<file path="config.mk">
export PLATFORM = sky130hd
export DESIGN_NAME = ckpt_ctrl
export DESIGN_NICKNAME = d
export VERILOG_FILES = /design/src/rtl/ckpt_ctrl_pkg.sv /design/src/rtl/ckpt_ctrl.sv
export SDC_FILE = /design/constraint.sdc
export NUM_CORES = 1
export LEC_CHECK = 0
export ABC_AREA = 1
export CELL_PAD_IN_SITES_DETAIL_PLACEMENT = 0
export CELL_PAD_IN_SITES_GLOBAL_PLACEMENT = 1
export CORE_AREA = 2 2 53 55
export DETAILED_ROUTE_END_ITERATION = 8
export DIE_AREA = 0 0 55 57
export PLACE_DENSITY_LB_ADDON = 0.1
export RECOVER_POWER = 50
export SLEW_MARGIN = 0
export SYNTH_ARGS = -nofsm -noshare
export SYNTH_HDL_FRONTEND = slang
export SYNTH_SLANG_ARGS = --single-unit
</file>
<file path="constraint.sdc">
create_clock -name clk -period 6.03 [get_ports clk]
set_input_delay 1.206 -clock clk [delete_from_list [all_inputs] [get_ports clk]]
set_output_delay 1.206 -clock clk [all_outputs]
set_load 0.005 [all_outputs]
</file>
<file path="src/rtl/ckpt_ctrl_pkg.sv">
// Shared types for the rename-stage RAT checkpoint manager.
// Default checkpoint count, ID/pointer typedefs and the restore FSM states.
package ckpt_ctrl_pkg;

  localparam int CKPT_NUM  = 4;
  localparam int CKPT_ID_W = $clog2(CKPT_NUM);

  typedef logic [CKPT_ID_W-1:0] ckpt_id_t;
  typedef logic [CKPT_ID_W:0]   ckpt_ptr_t;

  typedef enum logic {
    RUN     = 1'b0,
    RESTORE = 1'b1
  } ckpt_state_e;

endpackage

</file>
<file path="src/rtl/ckpt_ctrl.sv">
// Checkpoint slot allocator: up to two IDs per rename group, in-order release, flush trim + RAT restore.
// Latency: IDs/can_alloc_o combinational; restore pulse and busy_o one cycle after an accepted flush.
// Backpressure: can_alloc_o drops when free slots are short, on flush_i, and for the single RESTORE cycle.
module ckpt_ctrl
  import ckpt_ctrl_pkg::*;
#(
  parameter  int C_NUM = CKPT_NUM,
  localparam int ID_W  = $clog2(C_NUM)
) (
  input  logic            clk,
  input  logic            rst_n,
  input  logic            br_1_i,
  input  logic            br_2_i,
  input  logic            fire_i,
  output logic            can_alloc_o,
  output logic [ID_W-1:0] id_1_o,
  output logic [ID_W-1:0] id_2_o,
  input  logic            commit_br_i,
  input  logic            flush_i,
  input  logic [ID_W-1:0] flush_id_i,
  output logic            restore_o,
  output logic [ID_W-1:0] restore_id_o,
  output logic            busy_o,
  output logic [ID_W:0]   free_cnt_o,
  output logic            err_o
);

  localparam logic [ID_W:0] CAP = (ID_W+1)'(C_NUM);

  ckpt_state_e     state_q, state_d;
  logic [ID_W:0]   head_q, head_d, tail_q, tail_d;
  logic [ID_W:0]   used, need_w, flush_dist;
  logic [ID_W-1:0] flush_off, restore_id_d;
  logic            err_q, err_d;
  logic            live, alloc_go, commit_ok, flush_ok;

  always_comb begin
    used        = tail_q - head_q;
    free_cnt_o  = CAP - used;
    need_w      = (ID_W+1)'(br_1_i) + (ID_W+1)'(br_2_i);
    can_alloc_o = (need_w <= free_cnt_o) && (state_q == RUN) && !flush_i;
    id_1_o      = tail_q[ID_W-1:0];
    id_2_o      = tail_q[ID_W-1:0] + ID_W'(br_1_i);
    // Distance of the flushed slot from the (pre-commit) head decides liveness.
    flush_off   = flush_id_i - head_q[ID_W-1:0];
    flush_dist  = (ID_W+1)'(flush_off);
    live        = flush_dist < used;
  end

  always_comb begin
    alloc_go     = fire_i && can_alloc_o;
    commit_ok    = commit_br_i && (used != '0);
    flush_ok     = flush_i && (state_q == RUN) && live;
    state_d      = RUN;
    head_d       = head_q + (ID_W+1)'(commit_ok);
    tail_d       = tail_q;
    restore_id_d = restore_id_o;
    err_d        = err_q;
    if (flush_ok) begin
      state_d      = RESTORE;
      tail_d       = head_q + flush_dist + (ID_W+1)'(1);
      restore_id_d = flush_id_i;
    end else if (alloc_go) begin
      tail_d = tail_q + need_w;
    end
    if ((fire_i && !can_alloc_o) || (commit_br_i && (used == '0)) ||
        (flush_i && ((state_q == RESTORE) || !live)))
      err_d = 1'b1;
  end

  always_ff @(posedge clk) begin
    if (!rst_n) begin
      state_q      <= RUN;
      head_q       <= '0;
      tail_q       <= '0;
      restore_id_o <= '0;
      err_q        <= 1'b0;
    end else begin
      state_q      <= state_d;
      head_q       <= head_d;
      tail_q       <= tail_d;
      restore_id_o <= restore_id_d;
      err_q        <= err_d;
    end
  end

  assign restore_o = (state_q == RESTORE);
  assign busy_o    = (state_q == RESTORE);
  assign err_o     = err_q;

endmodule

</file>
# Yosys cells after proc, flatten, opt, wreduce, memory -nomap -nowiden
# Index checks and enable logic that the tools add are counted.
# word_totals
register_bits	10
word_cells	38
in_bits	9
output_inout_bits	13
# classes
addsub	9
magnitude_cmp	2
reduce_logical	18
n_bitwise	1
n_mux	3
# op_table
operator	count
1-bit logical AND	9
3-bit by 2-bit adder with 3-bit output	2
3-bit 2-to-1 mux	2
3-bit by 1-bit adder with 3-bit output	1
3-bit by 1-bit adder with 3-bit output, second input constant	1
2-bit by 3-bit less-or-equal comparator with 1-bit output	1
1-bit logical NOT	3
3-bit logical NOT	1
1-bit logical OR	3
2-bit by 3-bit < comparator with 1-bit output	1
3-bit nonzero test	1
3-bit subtractor	1
3-bit subtractor, first input constant	1
1-bit by 1-bit adder with 2-bit output	1
2-bit by 1-bit adder with 2-bit output	1
2-bit nonzero test	1
2-bit subtractor	1
1-bit 2-to-1 mux	1
1-bit NOT	1

# Logic depth before layout (Yosys ltp)
# Gate-level depths: netlist (run 1).
# depth
depth_word	9
ltp_mapped	18
ltp_nobuf	18

# Least setup slack after synthesis (run 1)
# OpenSTA, ideal clock, no wires.
# synth_timing
path_kind	input to output
from	input port br_1_i
to	output port can_alloc_o
path_buffers	0
path_slack_ns	2.730
cell_stages	7
t_arrival_ns	2.094
required_ns	4.824
cell_sequence	ha_1 > inv_1 > ha_1 > a21oi_1 > o21ai_0 > nand2_1 > inv_1
# synth_via
elab_chain_cells	4
# synth_lines
element	line	text
start, declared	ckpt_ctrl.sv:12	input logic br_1_i,
1-bit by 1-bit adder with 2-bit output	ckpt_ctrl.sv:40	need_w = (ID_W+1)'(br_1_i) + (ID_W+1)'(br_2_i);
2-bit by 3-bit less-or-equal comparator with 1-bit output	ckpt_ctrl.sv:41	can_alloc_o = (need_w <= free_cnt_o) && (state_q == RUN) && !flush_i;
1-bit logical AND (2 in series)	ckpt_ctrl.sv:41	
end, declared	ckpt_ctrl.sv:15	output logic can_alloc_o,
# No other way between the ends.

# Worst setup path after layout (run 1)
# Ends and elaborated chain as after synthesis.

==> results of run 1 <==
[path summary, 6_finish.rpt]
| check | from | to | slack [ns] |
|---|---|---|---|
| hold / removal | restore_id_o[1]$_SDFFE_PN0P_ | restore_id_o[1]$_SDFFE_PN0P_ | 0.46 |
| hold reg to reg | restore_id_o[1]$_SDFFE_PN0P_ | restore_id_o[1]$_SDFFE_PN0P_ | 0.46 |
| setup / recovery | br_1_i | can_alloc_o | 1.68 |
| setup reg to reg | tail_q[0]$_SDFFE_PN0P_ | tail_q[2]$_SDFFE_PN0P_ | 3.26 |
[layout by cell type (no fill, tap or decap), types with 4 or more instances in the layout]
master	count
a21oi_1	6
clkdlybuf4s50_1	14
dfxtp_1	10
dlygate4sd3_1	7
ha_1	11
inv_1	28
nand2_1	26
nand3_1	7
nand3b_1	4
nor2_1	10
[tightest hold or removal path: stages, from the launching register on]
cell,delay [ns]
dfxtp_1,0.30
nand2_1,0.06
a21oi_1,0.05
[cell type report]
| cell class | count | area [um2] | share of cell area (%) |
|---|---|---|---|
| clock buffers | 3 | 22.5 | 1.98 |
| inverters | 28 | 105 | 9.25 |
| multi-input cells | 83 | 559 | 49.2 |
| flip-flops and latches | 10 | 200 | 17.6 |
| well taps | 31 | 38.8 | 3.41 |
| repair buffers | 21 | 210 | 18.5 |
[power breakdown]
| group | internal (mW) | switching [mW] |
|---|---|---|
| combinational | 0.197 | 0.214 |
| clock | 0.0231 | 0.0232 |
| sequential | 0.0872 | 0.0209 |
[through the flow]
stage	hold slack [ns]	instances	instance area (um2)	power [mW]
5_1_grt	0.495	176	1140	0.645
3_5_place_dp	0.461	173	1120	0.542
6_report	0.463	176	1140	0.565
3_3_place_gp	0.449	173	1120	0.536
2_1_floorplan	0.456	124	895	0.386
4_1_cts	0.471	176	1140	0.591
[flip-flops by register name, summed over array words and instances, names as in the netlist]
name	flops
head_q	3
tail_q	3
restore_id_o	2
busy_o	1
err_o	1
[synthesized netlist by cell type, types with 2 or more instances]
library cell / instances
a21oi_1: 6
buf_4: 3
dfxtp_1: 10
fa_1: 3
ha_1: 11
inv_1: 28
nand2_1: 25
nand2_2: 3
nand3_1: 7
nand3b_1: 4
nor2_1: 10
xnor2_1: 3
xor2_1: 2
[kinds of logic (layout without fill, tap and decap cells)]
| logic type | count (synthesis) | after routing | synth area share, % |
|---|---|---|---|
| compound gates | 10 | 10 | 6.29 |
| xor+xnor | 5 | 5 | 4.90 |
| fa+ha+maj | 14 | 14 | 22.1 |
| buf+inv | 31 | 52 | 14.3 |
| flops | 10 | 10 | 22.4 |
| simple gates | 54 | 54 | 30.1 |
[layer usage]
| metal | share of wire [%] | global-route usage (%) | vias up |
|---|---|---|---|
| met4 | 1.1 | 4.18 | 0 |
| met5 | 0 | 0 | - |
| met3 | 4.8 | 3.93 | 4 |
| li1 | - | - | 420 |
| met2 | 48 | 23.6 | 17 |
| met1 | 46 | 18.8 | 340 |
==> flow_metrics.py, run 1 <==
metrics = {
    "yosys": {
        "syn_area_per_cell_um2": 7.21,
        "synth_edf_count": 0,
        "synth_cell_types": 22,
        "yosys_warnings": 0,
        "yosysTopAreaCellShare_pct": 22.4,
        "ys_ff_latch": 10,
        "yosysSeqAreaShare_pct": 22.4,
        "netlist_instances": 124,
        "synth_area_um2": 895,
        "async_flop_share_pct": 0,
        "synth_area_leaders": "dfxtp_1, ha_1, inv_1",
        "syn-num-nets": 147,
        "ys.flop_type": "dfxtp_1",
        "synth_largest_area_cell": "dfxtp_1",
    },
    "cts": {
        "htreeDepth": 1,
        "cts_setup_buffers": 0,
        "cts_sinks": 10,
        "ctsResizeCount": 0,
        "cts_buffer_depth": 2,
        "hold_buffers": 0,
        "cts_buffers": 3,
        "path_clk_slew_ns": 0.06,
        "clk_latency_ns": 0.27,
        "cts_tree": "done",
        "root_buffer": "clkbuf_4",
    },
    "grt": {
        "grt_overflow": 0,
        "grt_pass1_vias": 750,
        "antenna_found_initial": 0,
        "grt_use_total_pct": 14.6,
        "grt_pass1_wl_um": 3260,
        "grt_max_degree": 10,
    },
    "worst_hold_path": {
        "min_path_type": "reg2reg",
        "worst_hold_path.num_cells": 2,
    },
    "critical_path": {
        "slowest_stage": "clkdlybuf4s50_1",
        "end_kind": "output pin",
        "path_cells": "clkdlybuf4s50_1, ha_1, ha_1, inv_1, nor2_1, o21ai_0, nand2_1, inv_1, clkdlybuf4s50_1",
        "critPathKind": "in2out",
        "critical_path.max_stage_delay_ns": 0.51,
        "critPathTopFamily": "buffers and inverters",
        "reg2reg_depth": 18,
        "crit_cells": 9,
        "crit_buf_inv": 4,
        "critPathMaxFanout": 4,
        "worst_ep_arrival_time_ns": 3.14,
        "startpoint_type": "input port",
        "crit_required_ns": 4.82,
    },
    "sta": {
        "drv_slew": 0,
        "fmax_ghz": 0.230,
        "setup_ws_ns": 1.68,
        "clock_skew_ns": 0.000967,
        "setup_tns_ns": 0,
        "fin_crit_ns": 4.35,
        "hold_viol": 0,
        "tightestPinTransition_ns": 0.642,
        "slew_headroom_pct": 57.1,
        "finalSetupViolations": 0,
        "fin_crit_sh_pct": 72.1,
        "grt_setup_unrepaired": "false",
    },
    "power_and_ir_drop": {
        "pwr_density_cell_mw_per_mm2": 498,
        "leakage_nw": 0.591,
        "ir_drop_uv": 228,
    },
    "placement": {
        "post-place-ws_ns": 1.68,
        "gp_congestion": 0.715,
        "place_hpwl_um": 1630,
        "portBuffers": 21,
    },
    "floorplan": {
        "die_y_um": 57,
        "die_w_um": 55,
        "core_area_mm2": 0.00262,
        "rows": 19,
        "ios": 22,
        "initial_core_util_pct": 34.2,
        "fp.dieArea_mm2": 0.00314,
    },
    "drt": {
        "ant_nets": 0,
        "num_vias": 781,
        "vias_per_cell": 4.44,
        "firstDrtPassIters": 4,
        "drt_iter0_markers": 11,
        "wl_per_cell_um": 10.9,
        "wirelength_um": 1910,
        "drc": 0,
    },
    "finish": {
        "final_layout_size_suffix_gt1_share_pct": 6.90,
        "n_antenna_cell": 0,
        "num-nets-final": 170,
        "final_util_pct": 43.4,
        "fillCellCount": 292,
        "syn2layout_area_growth_pct": 27.0,
    },
    "flow_run": {
        "maxCapViolCount": 0,
    },
    "outcome": {
        "status": "finished clean",
    },
}
(Power assumes the default switching activity.)
==> inputs of run 2 (changes only) <==
Settings changed: CORE_AREA 2 2 53 55 to 2 2 57 59, DIE_AREA 0 0 55 57 to 0 0 59 61.
Clock period 6.03 ns to 3.7 ns, I/O delays scaled along.
==> run 2 against run 1 <==
First-iteration DRC count rose by 120%; clock skew barely moved; sequential power rose by 62%; count of clock-buffer cells in the layout rose by 1; wire length rose by 7.7%; global-route usage fell by 1.8 points; cell count rose by 4.0%; critical endpoint unchanged; largest cell class unchanged; largest power group unchanged.
==> flow_metrics.py, run 2 (synthesized netlist as in run 1, its figures left out) <==
metrics = {
    "finish": {
        "syn2layout_area_growth_pct": 32.4,
        "fillCellCount": 331,
        "final_cell_mix": "inv_1, nand2_1, clkdlybuf4s50_1, ha_1, nor2_1",
        "final_util_pct": 40.1,
        "final_cell_count_no_fill": 183,
        "finalInstanceArea_mm2": 0.00118,
        "n_antenna_cell": 0,
        "num-nets-final": 174,
        "reg.largest.list": "head_q x3, tail_q x3, restore_id_o x2",
        "final_layout_size_suffix_gt1_share_pct": 12.0,
        "final_common_cell": "inv_1",
    },
    "grt": {
        "grt_pass1_vias": 750,
        "grt_overflow": 0,
        "grt_max_degree": 10,
        "antenna_found_initial": 0,
        "grt_use_total_pct": 12.8,
        "grt_pass1_wl_um": 3330,
    },
    "sta": {
        "slew_headroom_pct": 55.0,
        "fin_crit_ns": 3.21,
        "drv_slew": 0,
        "fmax_ghz": 0.311,
        "tightestPinTransition_ns": 0.673,
        "hold_viol": 0,
        "fin_crit_sh_pct": 86.8,
        "setup_ws_ns": 0.488,
        "clock_skew_ns": 0.00131,
        "grt_setup_unrepaired": "false",
        "finalSetupViolations": 0,
        "setup_tns_ns": 0,
        "timing.hold.ws_ns": 0.467,
    },
    "cts": {
        "cts_tree": "done",
        "cts_buffers": 3,
        "hold_buffers": 0,
        "root_buffer": "clkbuf_4",
        "clk_latency_ns": 0.27,
        "htreeDepth": 1,
        "cts_sinks": 10,
        "path_clk_slew_ns": 0.07,
        "cts_buffer_depth": 2,
    },
    "drt": {
        "ant_nets": 0,
        "drc": 0,
        "wirelength_um": 2060,
        "wl_per_cell_um": 11.3,
        "drt_iter0_markers": 24,
        "vias_per_cell": 4.37,
        "firstDrtPassIters": 4,
        "num_vias": 800,
    },
    "critical_path": {
        "critPathKind": "reg2out",
        "startpoint_type": "flop",
        "end_kind": "output pin",
        "crit_required_ns": 2.96,
        "r2r-end": "tail_q[2]$_SDFFE_PN0P_",
        "r2r_start": "tail_q[0]$_SDFFE_PN0P_",
        "worst_ep_arrival_time_ns": 2.47,
        "critPathMaxFanout": 4,
        "r2r_slack_ns": 1.10,
        "reg2reg_depth": 18,
    },
    "worst_hold_path": {
        "worst_hold_path.num_cells": 2,
        "min_to": "restore_id_o[0]$_SDFFE_PN0P_",
        "min_from": "restore_id_o[0]$_SDFFE_PN0P_",
        "min_path_type": "reg2reg",
    },
    "power_and_ir_drop": {
        "intPower_mw": 0.568,
        "p_seq_share_pct": 17.3,
        "finalPower_mw": 1.01,
        "leakage_nw": 0.625,
        "pwr_density_cell_mw_per_mm2": 854,
        "switchingPower_mw": 0.444,
        "ir_drop_uv": 369,
        "swShare_pct": 43.9,
        "p_clk_share_pct": 10.2,
        "combPwrFrac_pct": 72.5,
    },
    "floorplan": {
        "core_area_mm2": 0.00295,
        "initial_core_util_pct": 30.3,
        "ios": 22,
        "fp.dieArea_mm2": 0.00360,
        "die_y_um": 61,
        "rows": 20,
        "die_w_um": 59,
    },
    "outcome": {
        "status": "finished clean",
    },
    "placement": {
        "post-place-ws_ns": 0.154,
        "dp.cells": 175,
        "gp_congestion": 0.704,
        "place_hpwl_um": 1640,
        "place_area_mm2": 0.00112,
        "portBuffers": 21,
    },
    "flow_run": {
        "maxCapViolCount": 0,
    },
}
run 2: cell count changes in the layout (fill, tap and decap cells not counted), sizes merged:
cell,before,now
clkbuf,3,4
dlymetal6s2s,0,1
dlygate4sd3,7,6
buf,0,4
run 2: critical path, stage by stage (launching register included):
cell and delay, ns:
dfxtp_2 0.33, inv_1 0.05, ha_1 0.20, fa_1 0.47, nand2_1 0.08, inv_1 0.05, nor2_2 0.12, inv_1 0.06
ha_1 0.30, inv_1 0.06, nor2_1 0.03, o21ai_1 0.15, nand2_1 0.10, inv_2 0.08, dlymetal6s2s_1 0.12
run 2: metal layers:
layer / GRT usage, % / up-vias / share of wire, %
li1: - / 430 / -
met1: 16.2 / 352 / 49
met2: 20.8 / 16 / 46
met3: 2.77 / 2 / 4.3
met4: 5.84 / 0 / 0.92
met5: 0 / - / 0
run 2: layout make-up:
cell class / count / area [um2] / share of cell area (%)
Multi-Input combinational cell: 83 / 557 / 47.0
Inverter: 28 / 105 / 8.87
Tap cell: 33 / 41.3 / 3.48
Clock buffer: 4 / 36.3 / 3.06
Sequential cell: 10 / 203 / 17.1
Timing Repair Buffer: 25 / 243 / 20.5
run 2: how the worst max path moves through the flow:
stage	start	to	slack, ns	cells after the start
global placement	tail_q[0]$_SDFFE_PN0P_	can_alloc_o	0.27	13
floorplan	tail_q[0]$_SDFFE_PN0P_	can_alloc_o	0.89	12
detailed placement	tail_q[0]$_SDFFE_PN0P_	can_alloc_o	0.15	13
finish	tail_q[0]$_SDFFE_PN0P_	can_alloc_o	0.49	14
CTS	head_q[0]$_SDFF_PN0_	can_alloc_o	0.00007	12
global route	tail_q[1]$_SDFFE_PN0P_	can_alloc_o	0.28	13
run 2: power by group through the flow:
stage / Sequential [mW] / Combinational [mW] / Clock, mW
final: 0.175 / 0.734 / 0.103
after CTS: 0.177 / 0.737 / 0.107
after detailed placement: 0.181 / 0.707 / 0
after global routing: 0.181 / 0.844 / 0.109
after floorplan: 0.174 / 0.455 / 0
after global placement: 0.179 / 0.707 / 0
run 2: timing repair:
item | 4_1_cts | 5_1_grt
resized for setup | 3 | 4
cloned | 0 | 0
setup endpoints to repair | 1 | 1
pin swaps | 2 | 4
buffers inserted | 2 | 2
==> inputs of run 3 (changes only) <==
Settings changed: CELL_PAD_IN_SITES_DETAIL_PLACEMENT 0 to 1, CELL_PAD_IN_SITES_GLOBAL_PLACEMENT 1 to 2, CORE_AREA 2 2 57 59 to 2 2 65 67, DIE_AREA 0 0 59 61 to 0 0 67 69.
==> run 3 against run 2 <==
Non-clock buffer count grew 8; register-to-register slack lost 0.90 ns; worst hold slack lost 0.0086 ns; via count grew 7.9%.
==> flow_metrics.py, run 3 (synthesized netlist as in run 1, its figures left out) <==
metrics = {
    "outcome": {
        "status": "finished clean",
    },
    "sta": {
        "fin_crit_sh_pct": 94.6,
        "fmax_ghz": 0.286,
        "setup_tns_ns": 0,
        "setup_ws_ns": 0.201,
        "fin_crit_ns": 3.50,
        "drv_slew": 0,
        "finalSetupViolations": 0,
        "tightestPinTransition_ns": 0.731,
        "grt_setup_unrepaired": "false",
        "timing.hold.ws_ns": 0.459,
        "clock_skew_ns": 0.00386,
        "hold_viol": 0,
        "slew_headroom_pct": 51.1,
    },
    "grt": {
        "grt_use_total_pct": 12.1,
        "grt_pass1_wl_um": 4210,
        "antenna_found_initial": 0,
        "grt_max_degree": 10,
        "grt_overflow": 0,
        "grt_pass1_vias": 923,
    },
    "critical_path": {
        "path_cells": "inv_1, ha_1, fa_1, nand2_1, inv_1, nor2_2, inv_2, ha_4, inv_1, nor2_1, o21ai_1, nand2_1, buf_4, buf_4, buf_4, buf_4, buf_4, buf_4, buf_4, buf_4, buf_4, a21oi_2, nand2_1, o21a_1",
        "critical_path.max_stage_delay_ns": 0.47,
        "startpoint_type": "flop",
        "critPathMaxFanout": 3,
        "r2r_slack_ns": 0.20,
        "slowest_stage": "fa_1",
        "crit_buf_inv": 13,
        "critPathTopFamily": "buffers and inverters",
        "critPathKind": "reg2reg",
        "worst_ep_arrival_time_ns": 3.62,
        "critPathMostFrequentCell": "buf_4",
        "end_kind": "flop",
        "crit_required_ns": 3.83,
    },
    "cts": {
        "clk_latency_ns": 0.23,
        "hold_buffers": 0,
        "cts_buffer_depth": 2,
        "cts_buffers": 3,
        "root_buffer": "clkbuf_8",
        "cts_tree": "done",
        "cts_sinks": 10,
        "htreeDepth": 1,
        "path_clk_slew_ns": 0.05,
    },
    "floorplan": {
        "ios": 22,
        "die_w_um": 67,
        "core_area_mm2": 0.00391,
        "initial_core_util_pct": 22.9,
        "rows": 23,
        "fp.dieArea_mm2": 0.00462,
        "die_y_um": 69,
    },
    "power_and_ir_drop": {
        "pwr_density_cell_mw_per_mm2": 908,
        "ir_drop_uv": 245,
        "leakage_nw": 0.657,
        "finalPower_mw": 1.18,
    },
    "placement": {
        "post-place-ws_ns": 0.115,
        "place_hpwl_um": 2030,
        "gp_congestion": 0.676,
        "place_area_mm2": 0.00114,
        "portBuffers": 21,
        "dp.cells": 192,
    },
    "finish": {
        "reg.largest.list": "head_q x3, tail_q x3, restore_id_o x2",
        "finalInstanceArea_mm2": 0.00130,
        "final_layout_size_suffix_gt1_share_pct": 19.7,
        "final_cell_mix": "inv_1, nand2_1, clkdlybuf4s50_1, buf_4, ha_1",
        "final_util_pct": 33.2,
        "num-nets-final": 182,
        "final_common_cell": "inv_1",
        "n_antenna_cell": 0,
        "final_cell_count_no_fill": 207,
        "syn2layout_area_growth_pct": 45.2,
    },
    "flow_run": {
        "maxCapViolCount": 0,
    },
    "drt": {
        "drt_iter0_markers": 24,
        "firstDrtPassIters": 3,
        "drc": 0,
        "wirelength_um": 2530,
        "vias_per_cell": 4.17,
        "ant_nets": 0,
        "num_vias": 863,
        "wl_per_cell_um": 12.2,
    },
    "worst_hold_path": {
        "min_path_type": "reg2reg",
    },
}
==> run 3: changes by cell type in the layout (fill, tap and decap cells not counted), sizes merged <==
cell and change:
buf +8, clkbuf -1, clkdlybuf4s50 -1, dlygate4sd3 +2, dlymetal6s2s -1
==> run 3: worst min-delay path, cell delays in order, from the launching register on <==
cell	delay, ns
dfxtp_1	0.30
nand2_1	0.06
a21oi_1	0.05
==> run 3: routing by layer <==
layer,track usage [%],wire length (um),vias to the layer above
met2,21.9,1380,17
met3,3.26,100,2
met1,14.0,1030,398
met5,0,0,-
met4,2.04,10,0
li1,-,-,446
==> run 3: worst paths after layout <==
check                                    start                           end  depth (start not counted)
setup / recovery        tail_q[0]$_SDFFE_PN0P_            err_o$_SDFFE_PN0P_                         24
hold / removal    restore_id_o[0]$_SDFFE_PN0P_  restore_id_o[0]$_SDFFE_PN0P_                          2
setup reg to reg        tail_q[0]$_SDFFE_PN0P_            err_o$_SDFFE_PN0P_                         24
hold reg to reg   restore_id_o[0]$_SDFFE_PN0P_  restore_id_o[0]$_SDFFE_PN0P_                          2
==> run 3: where the power goes <==
| part | total (mW) | switching (mW) | internal (mW) |
|---|---|---|---|
| Sequential | 0.179 | 0.0336 | 0.145 |
| Combinational | 0.891 | 0.432 | 0.460 |
| Clock | 0.109 | 0.0384 | 0.0709 |
| Total | 1.18 | 0.504 | 0.676 |
==> run 3: layout make-up <==
| cell class | instances | area (um2) |
|---|---|---|
| fill | 494 | 2620 |
| multi-input combinational | 83 | 586 |
| timing repair buffer | 33 | 300 |
| sequential | 10 | 204 |
| inverter | 28 | 105 |
| tap | 50 | 62.6 |
| clock buffer | 3 | 41.3 |
==> run 3: what timing repair did <==
| action | in CTS | in global routing |
|---|---|---|
| gates resized for setup | 4 | 5 |
| pin swaps | 4 | 5 |
| setup endpoints to repair | 1 | 2 |
| buffers inserted | 11 | 1 |
